===== config.mk =====
export PLATFORM = sky130hd
export DESIGN_NAME = sha256_msg_sched
export DESIGN_NICKNAME = d
export VERILOG_FILES = /design/src/rtl/sha256_pkg.sv /design/src/rtl/sha256_sched_sigma.sv /design/src/rtl/sha256_msg_sched.sv
export SDC_FILE = /design/constraint.sdc
export NUM_CORES = 1
export LEC_CHECK = 0
export CAP_MARGIN = 20
export CORE_UTILIZATION = 46
export DETAILED_ROUTE_END_ITERATION = 6
export HOLD_SLACK_MARGIN = 0.12
export MAX_ROUTING_LAYER = met4
export PLACE_DENSITY = 0.84
export REMOVE_ABC_BUFFERS = 1
export SYNTH_ARGS = -nofsm -noshare
export SYNTH_HDL_FRONTEND = slang
export SYNTH_SLANG_ARGS = --single-unit

===== constraint.sdc =====
create_clock -name clk -period 6.84 [get_ports clk]
set_input_delay 1.368 -clock clk [delete_from_list [all_inputs] [get_ports clk]]
set_output_delay 1.368 -clock clk [all_outputs]
set_load 0.1 [all_outputs]

===== src/rtl/sha256_pkg.sv =====
// SHA-256 schedule package: FSM states, block/schedule sizes and sigma
// functions shared by the schedule sequencer and the round datapath.
package sha256_pkg;

  localparam int SCHED_WORDS = 64;
  localparam int BLOCK_WORDS = 16;

  typedef enum logic [2:0] {
    S_IDLE,
    S_LOAD,
    S_STREAM,
`ifdef SHA256_SCHED_ZEROIZE_EN
    S_DRAIN,
    S_ZERO
`else
    S_DRAIN
`endif
  } state_t;

  function automatic logic [31:0] sig0(
    input logic [31:0] x
  );
    return {x[6:0], x[31:7]}
         ^ {x[17:0], x[31:18]}
         ^ (x >> 3);
  endfunction

  function automatic logic [31:0] sig1(
    input logic [31:0] x
  );
    return {x[16:0], x[31:17]}
         ^ {x[18:0], x[31:19]}
         ^ (x >> 10);
  endfunction

endpackage


===== src/rtl/sha256_sched_sigma.sv =====
// Combinational schedule adder: o_sum = sig1(a) + b + sig0(c) + d mod 2^32.
// Ports: i_a = W[t-2], i_b = W[t-7], i_c = W[t-15], i_d = W[t-16], o_sum = W[t].
module sha256_sched_sigma
  import sha256_pkg::*;
(
  input  logic [31:0] i_a,
  input  logic [31:0] i_b,
  input  logic [31:0] i_c,
  input  logic [31:0] i_d,
  output logic [31:0] o_sum
);

  assign o_sum = sig1(i_a) + i_b + sig0(i_c) + i_d;

endmodule


===== src/rtl/sha256_msg_sched.sv =====
// SHA-256 message-schedule sequencer: loads 16 block words into the word
// register file, expands W[16..63] in place and streams W[t] out.
// Ports: clk/rst (async, active-low); i_start; i_in_valid/o_in_ready/
// i_in_data block input; o_rf_addr_wr/o_rf_data_wr/i_rf_data_rd write port;
// o_rf_addr_a..d/i_rf_data_a..d read ports (W[t-2], W[t-7], W[t-15],
// W[t-16]); o_w_valid/i_w_ready/o_w_data/o_w_index output; o_busy; o_done.
// Option: SHA256_SCHED_ZEROIZE_EN clears W[0..63] before done.
module sha256_msg_sched
  import sha256_pkg::*;
#(
  parameter int BASE_ADDR = 0,
  parameter int ROUNDS    = SCHED_WORDS
) (
  input  logic        clk,
  input  logic        rst,
  input  logic        i_start,
  input  logic        i_in_valid,
  output logic        o_in_ready,
  input  logic [31:0] i_in_data,
  output logic [7:0]  o_rf_addr_wr,
  output logic [31:0] o_rf_data_wr,
  input  logic [31:0] i_rf_data_rd,
  output logic [7:0]  o_rf_addr_a,
  output logic [7:0]  o_rf_addr_b,
  output logic [7:0]  o_rf_addr_c,
  output logic [7:0]  o_rf_addr_d,
  input  logic [31:0] i_rf_data_a,
  input  logic [31:0] i_rf_data_b,
  input  logic [31:0] i_rf_data_c,
  input  logic [31:0] i_rf_data_d,
  output logic        o_w_valid,
  input  logic        i_w_ready,
  output logic [31:0] o_w_data,
  output logic [5:0]  o_w_index,
  output logic        o_busy,
  output logic        o_done
);

  localparam logic [7:0] BASE = 8'(BASE_ADDR);
  localparam logic [5:0] LAST = 6'(ROUNDS - 1);
  localparam logic [5:0] LDLAST = 6'(BLOCK_WORDS - 1);

  state_t      r_state, w_state_nx;
  logic [5:0]  r_cnt, w_cnt_nx;
  logic [31:0] r_w_data, w_w_data_nx;
  logic [5:0]  r_w_index, w_w_index_nx;
  logic        r_w_valid, w_w_valid_nx;
  logic        r_done, w_done_nx;
  logic [7:0]  r_addr_wr;
  logic [7:0]  w_wa;
  logic [31:0] w_wd;
  logic [31:0] w_sum;
  logic [7:0]  w_t8;
  logic        w_hi;
  logic        w_adv;

  assign w_t8  = {2'b00, r_cnt};
  assign w_hi  = r_cnt[5] | r_cnt[4];
  assign w_adv = !r_w_valid || i_w_ready;

  // Read taps only matter in STREAM; elsewhere they park on BASE.
  always_comb begin
    o_rf_addr_a = BASE;
    o_rf_addr_b = BASE;
    o_rf_addr_c = BASE;
    o_rf_addr_d = BASE;
    if (r_state == S_STREAM) begin
      if (w_hi) begin
        o_rf_addr_a = BASE + w_t8 - 8'd2;
        o_rf_addr_b = BASE + w_t8 - 8'd7;
        o_rf_addr_c = BASE + w_t8 - 8'd15;
        o_rf_addr_d = BASE + w_t8 - 8'd16;
      end else begin
        o_rf_addr_d = BASE + w_t8;
      end
    end
  end

  sha256_sched_sigma u_sigma (
    .i_a   (i_rf_data_a),
    .i_b   (i_rf_data_b),
    .i_c   (i_rf_data_c),
    .i_d   (i_rf_data_d),
    .o_sum (w_sum)
  );

  // The file writes every edge: idle cycles write the readback of the
  // last address to itself.
  always_comb begin
    w_state_nx   = r_state;
    w_cnt_nx     = r_cnt;
    w_w_data_nx  = r_w_data;
    w_w_index_nx = r_w_index;
    w_w_valid_nx = r_w_valid;
    w_done_nx    = 1'b0;
    w_wa         = r_addr_wr;
    w_wd         = i_rf_data_rd;
    o_in_ready   = 1'b0;
    unique case (r_state)
      S_IDLE: begin
        if (i_start) begin
          w_state_nx = S_LOAD;
          w_cnt_nx   = 6'd0;
        end
      end
      S_LOAD: begin
        o_in_ready = 1'b1;
        if (i_in_valid) begin
          w_wa     = BASE + w_t8;
          w_wd     = i_in_data;
          w_cnt_nx = r_cnt + 6'd1;
          if (r_cnt == LDLAST) begin
            w_state_nx = S_STREAM;
            w_cnt_nx   = 6'd0;
          end
        end
      end
      S_STREAM: begin
        if (w_adv) begin
          w_w_valid_nx = 1'b1;
          w_w_index_nx = r_cnt;
          w_cnt_nx     = r_cnt + 6'd1;
          if (w_hi) begin
            w_w_data_nx = w_sum;
            w_wa        = BASE + w_t8;
            w_wd        = w_sum;
          end else begin
            w_w_data_nx = i_rf_data_d;
          end
          if (r_cnt == LAST) begin
            w_state_nx = S_DRAIN;
            w_cnt_nx   = 6'd0;
          end
        end
      end
      S_DRAIN: begin
        if (r_w_valid && i_w_ready) begin
          w_w_valid_nx = 1'b0;
`ifdef SHA256_SCHED_ZEROIZE_EN
          w_state_nx   = S_ZERO;
          w_cnt_nx     = 6'd0;
`else
          w_done_nx    = 1'b1;
          w_state_nx   = S_IDLE;
`endif
        end
      end
`ifdef SHA256_SCHED_ZEROIZE_EN
      S_ZERO: begin
        w_wa     = BASE + w_t8;
        w_wd     = 32'd0;
        w_cnt_nx = r_cnt + 6'd1;
        if (r_cnt == LAST) begin
          w_done_nx  = 1'b1;
          w_state_nx = S_IDLE;
          w_cnt_nx   = 6'd0;
        end
      end
`endif
      default: w_state_nx = S_IDLE;
    endcase
  end

  always_ff @(posedge clk or negedge rst) begin
    if (!rst) begin
      r_state   <= S_IDLE;
      r_cnt     <= 6'd0;
      r_w_data  <= 32'd0;
      r_w_index <= 6'd0;
      r_w_valid <= 1'b0;
      r_done    <= 1'b0;
      r_addr_wr <= BASE;
    end else begin
      r_state   <= w_state_nx;
      r_cnt     <= w_cnt_nx;
      r_w_data  <= w_w_data_nx;
      r_w_index <= w_w_index_nx;
      r_w_valid <= w_w_valid_nx;
      r_done    <= w_done_nx;
      r_addr_wr <= w_wa;
    end
  end

  assign o_rf_addr_wr = w_wa;
  assign o_rf_data_wr = w_wd;
  assign o_w_valid    = r_w_valid;
  assign o_w_data     = r_w_data;
  assign o_w_index    = r_w_index;
  assign o_busy       = (r_state != S_IDLE);
  assign o_done       = r_done;

endmodule

==> results.sh <==
export IMPL_yosys_area_top_type="dfrtp_1"
export IMPL_tightest_slew_ps=1088
export IMPL_path_max_fanout=6
export IMPL_path_cells="clkdlybuf4s50_1, xnor2_2, xnor2_1, fa_1, inv_1, fa_1, inv_1, ha_4, a21oi_1, o21ai_1, a21oi_1, o21bai_2, o31a_2, o21ai_2, mux2i_2, o21ai_2, buf_12"
export IMPL_max_slew_margin_pct=27.25
export IMPL_layout_setup_ws_ps=-17.65
export IMPL_pre_cts_ws_ps=-410.6
export IMPL_start_kind="primary input"
export IMPL_cts_tree="yes"
export IMPL_cts_sinks=56
export IMPL_gp_congestion=0.9708
export IMPL_postRouteAntennaNets=0
export IMPL_final_nets=1691
export IMPL_stdcell_count=1615
export IMPL_drive_gt1_share_pct=19.71
export IMPL_clock_path_buffers=2
export IMPL_routed_wl_um=31890
export IMPL_peakVddDrop_mv=0.4471
export IMPL_power_density_nw_per_um2=549.0
export IMPL_p_sw_share_pct=58.76
export IMPL_hp_class="register to register"
export IMPL_clkTransAtPathRegs_ps=70
export IMPL_final_cell_mix="clkdlybuf4s50_1, inv_1, buf_4"
export IMPL_grt_max_degree=57
export IMPL_yosysTopAreaCellShare_pct=17.47
export IMPL_fin_skew_ps=6.368
export IMPL_critPathMaxStageDelay_ps=550
export IMPL_post_drt_wl_per_cell_um=19.74
export IMPL_tns_ps=-17.65
export IMPL_cellLeakagePower_nw=6.176
export IMPL_layout_cells_most_common="clkdlybuf4s50_1"
export IMPL_ys_flop_type="dfrtp_1"
export IMPL_yosysUniqueCellTypes=69
export IMPL_yosysSeqAreaShare_pct=17.47
export IMPL_required_ps=5470
export IMPL_drtPass1Iterations=5
export IMPL_grt_pass1_vias=8716
export IMPL_cts_made_buffers=5
export IMPL_fillers=1205
export IMPL_areaGrowthSynthToFinish_pct=63.48
export IMPL_p_comb_share_pct=89.0
export IMPL_die_h_um=134.1
export IMPL_ys_seq_elements=56
export IMPL_pwr_share_seq_pct=7.2
export IMPL_placed_cells=1599
export IMPL_io_pins=311
export IMPL_setup_viol=1
export IMPL_synth_edf_count=0
export IMPL_critPathKind="primary input to primary output"
export IMPL_cap_violations=0
export IMPL_start_util_pct=47.69
export IMPL_run_status="finished with violations"
export IMPL_violations="negative setup slack"
export IMPL_endpoint_kind="primary output"
export IMPL_hold_violations=0
export IMPL_viasPerCell=5.512
export IMPL_synthCells=1004
export IMPL_synth_area_leaders="dfrtp_1, fa_1, xnor2_1"
export IMPL_htreeDepth=2
export IMPL_antenna_found_initial=0
export IMPL_die_area_um2=17970
export IMPL_grt_usage_pct=35.23
export IMPL_drt_iter0_drc=674
export IMPL_cts_hold_fix_buffers=0
export IMPL_synth_avg_cell_area_um2=7.989
export IMPL_clk_latency_ps=300
export IMPL_cts_root_buf="clkbuf_16"
export IMPL_min_period_ps=6858
export IMPL_fmax_mhz=145.8
export IMPL_yosys_warnings=0
export IMPL_cpMaxStageDelayCell="fa_1"
export IMPL_num_vias=8902
export IMPL_dpl_hpwl_um=25740
export IMPL_async_reset_ff_share_pct=100.0
export IMPL_grt_pass1_wl_um=47210
export IMPL_intPower_mw=2.969
export IMPL_diodes=0
export IMPL_rows=47
export IMPL_p_sw_mw=4.231
export IMPL_die_width_um=134.1
export IMPL_drv_slew=0
export IMPL_post_route_drc_count=0
export IMPL_pwr_share_clk_pct=3.8
export IMPL_grt_overflow=0
export IMPL_numPortBuffers=302
export IMPL_core_area_um2=16820
export IMPL_cp_arrival_ps=5490
export IMPL_syn_area_um2=8021
export IMPL_finalCritPeriodShare_pct=100.3
-- cells by family after synthesis --
kind of cell               after synthesis  share of synthesized area, %
other                                    1                       0.04675
DFF                                     56                         17.47
buffers and inverters                  212                         10.76
xor gates and xnor gates               148                         16.16
and+or+nand+nor                        231                         13.21
adders and majority gates              100                         21.40
AOI/OAI and AO/OA                      248                         19.95
muxes                                    8                        0.9983
-- worst max-delay path: cells and delay by family --
| family | cells | cell delay, ps |
|---|---|---|
| xor gates and xnor gates | 2 | 320 |
| adders and majority gates | 3 | 1310 |
| AOI/OAI and AO/OA | 7 | 1340 |
| buffers and inverters | 4 | 830 |
| muxes | 1 | 310 |
-- state kept, by name, summed over array words and instances, names as in the netlist --
signal,count
o_done,1
r_addr_wr,8
o_w_valid,1
r_state,2
o_w_index,6
r_cnt,6
o_w_data,32
-- layer usage --
| layer | vias up | GRT usage (%) | wire, um |
|---|---|---|---|
| met5 | - | - | 0 |
| met4 | 0 | 10.67 | 1198 |
| met3 | 79 | 4.271 | 2598 |
| met2 | 533 | 59.12 | 15500 |
| met1 | 4222 | 44.44 | 12590 |
| li1 | 4068 | - | - |
-- metrics by stage --
stage                     cell area (um2)  hold WS [ps]  utilization (%)  power (mW)
after floorplan                      7792         557.0                -       4.205
after global placement              12280         447.0            73.04       6.268
after detailed placement            12280         453.5            73.04       6.348
after CTS                           12770         470.6            75.94       6.859
after global routing                13110         499.2            77.97       7.525
final                               13110         469.9            77.97       7.200
-- cell usage after synthesis (11+ instances only) --
cell type and instances:
inv_1 161, xnor2_1 123, nand2_1 96, a21oi_1 64
fa_1 62, o21ai_0 59, dfrtp_1 56, nor2_1 55
ha_1 38, clkbuf_1 32, xor2_1 25, a22o_1 19
nand3_1 19, a22oi_1 17, a31oi_1 14, and3_1 12
buf_4 11
-- power groups by stage --
stage	clock network, mW	registers (mW)	logic [mW]
6_report	0.272	0.519	6.41
5_1_grt	0.285	0.530	6.71
4_1_cts	0.276	0.517	6.07
3_5_place_dp	0	0.522	5.83
3_3_place_gp	0	0.515	5.75
2_1_floorplan	0	1.23	2.97
-- area by class of cell --
type | instances | area (um2) | area share, %
tap | 220 | 275.3 | 2.099
multi-input combinational | 743 | 6371 | 48.58
sequential | 56 | 1401 | 10.69
inverter | 162 | 608.1 | 4.637
clock inverter | 3 | 27.53 | 0.2099
timing repair buffer | 426 | 4305 | 32.83
clock buffer | 5 | 125.1 | 0.9541
-- timing repair --
| item | CTS | global route |
|---|---|---|
| gates resized for setup | 81 | 66 |
| pin swaps | 27 | 34 |
| setup buffers | 4 | 4 |
| endpoints found under the setup margin | 21 | 21 |
-- path summary, 6_finish.rpt --
path | from | endpoint | slack, ps | depth (start not counted)
worst max-delay path | i_rf_data_a[1] | o_rf_data_wr[29] | -20 | 17
worst min-delay path | r_addr_wr[5]$_DFF_PN0_ | r_addr_wr[5]$_DFF_PN0_ | 470 | 2
worst max register to register | r_cnt[4]$_DFFE_PN0P_ | r_addr_wr[7]$_DFF_PN0_ | 3940 | 6
worst min register to register | r_addr_wr[5]$_DFF_PN0_ | r_addr_wr[5]$_DFF_PN0_ | 470 | 2
max in group asynchronous | rst | o_w_data[10]$_DFFE_PN0P_ | 5130 | 2
min in group asynchronous | rst | o_w_data[29]$_DFFE_PN0P_ | 1200 | 2
Note: power is estimated with default switching activity, not from simulation.
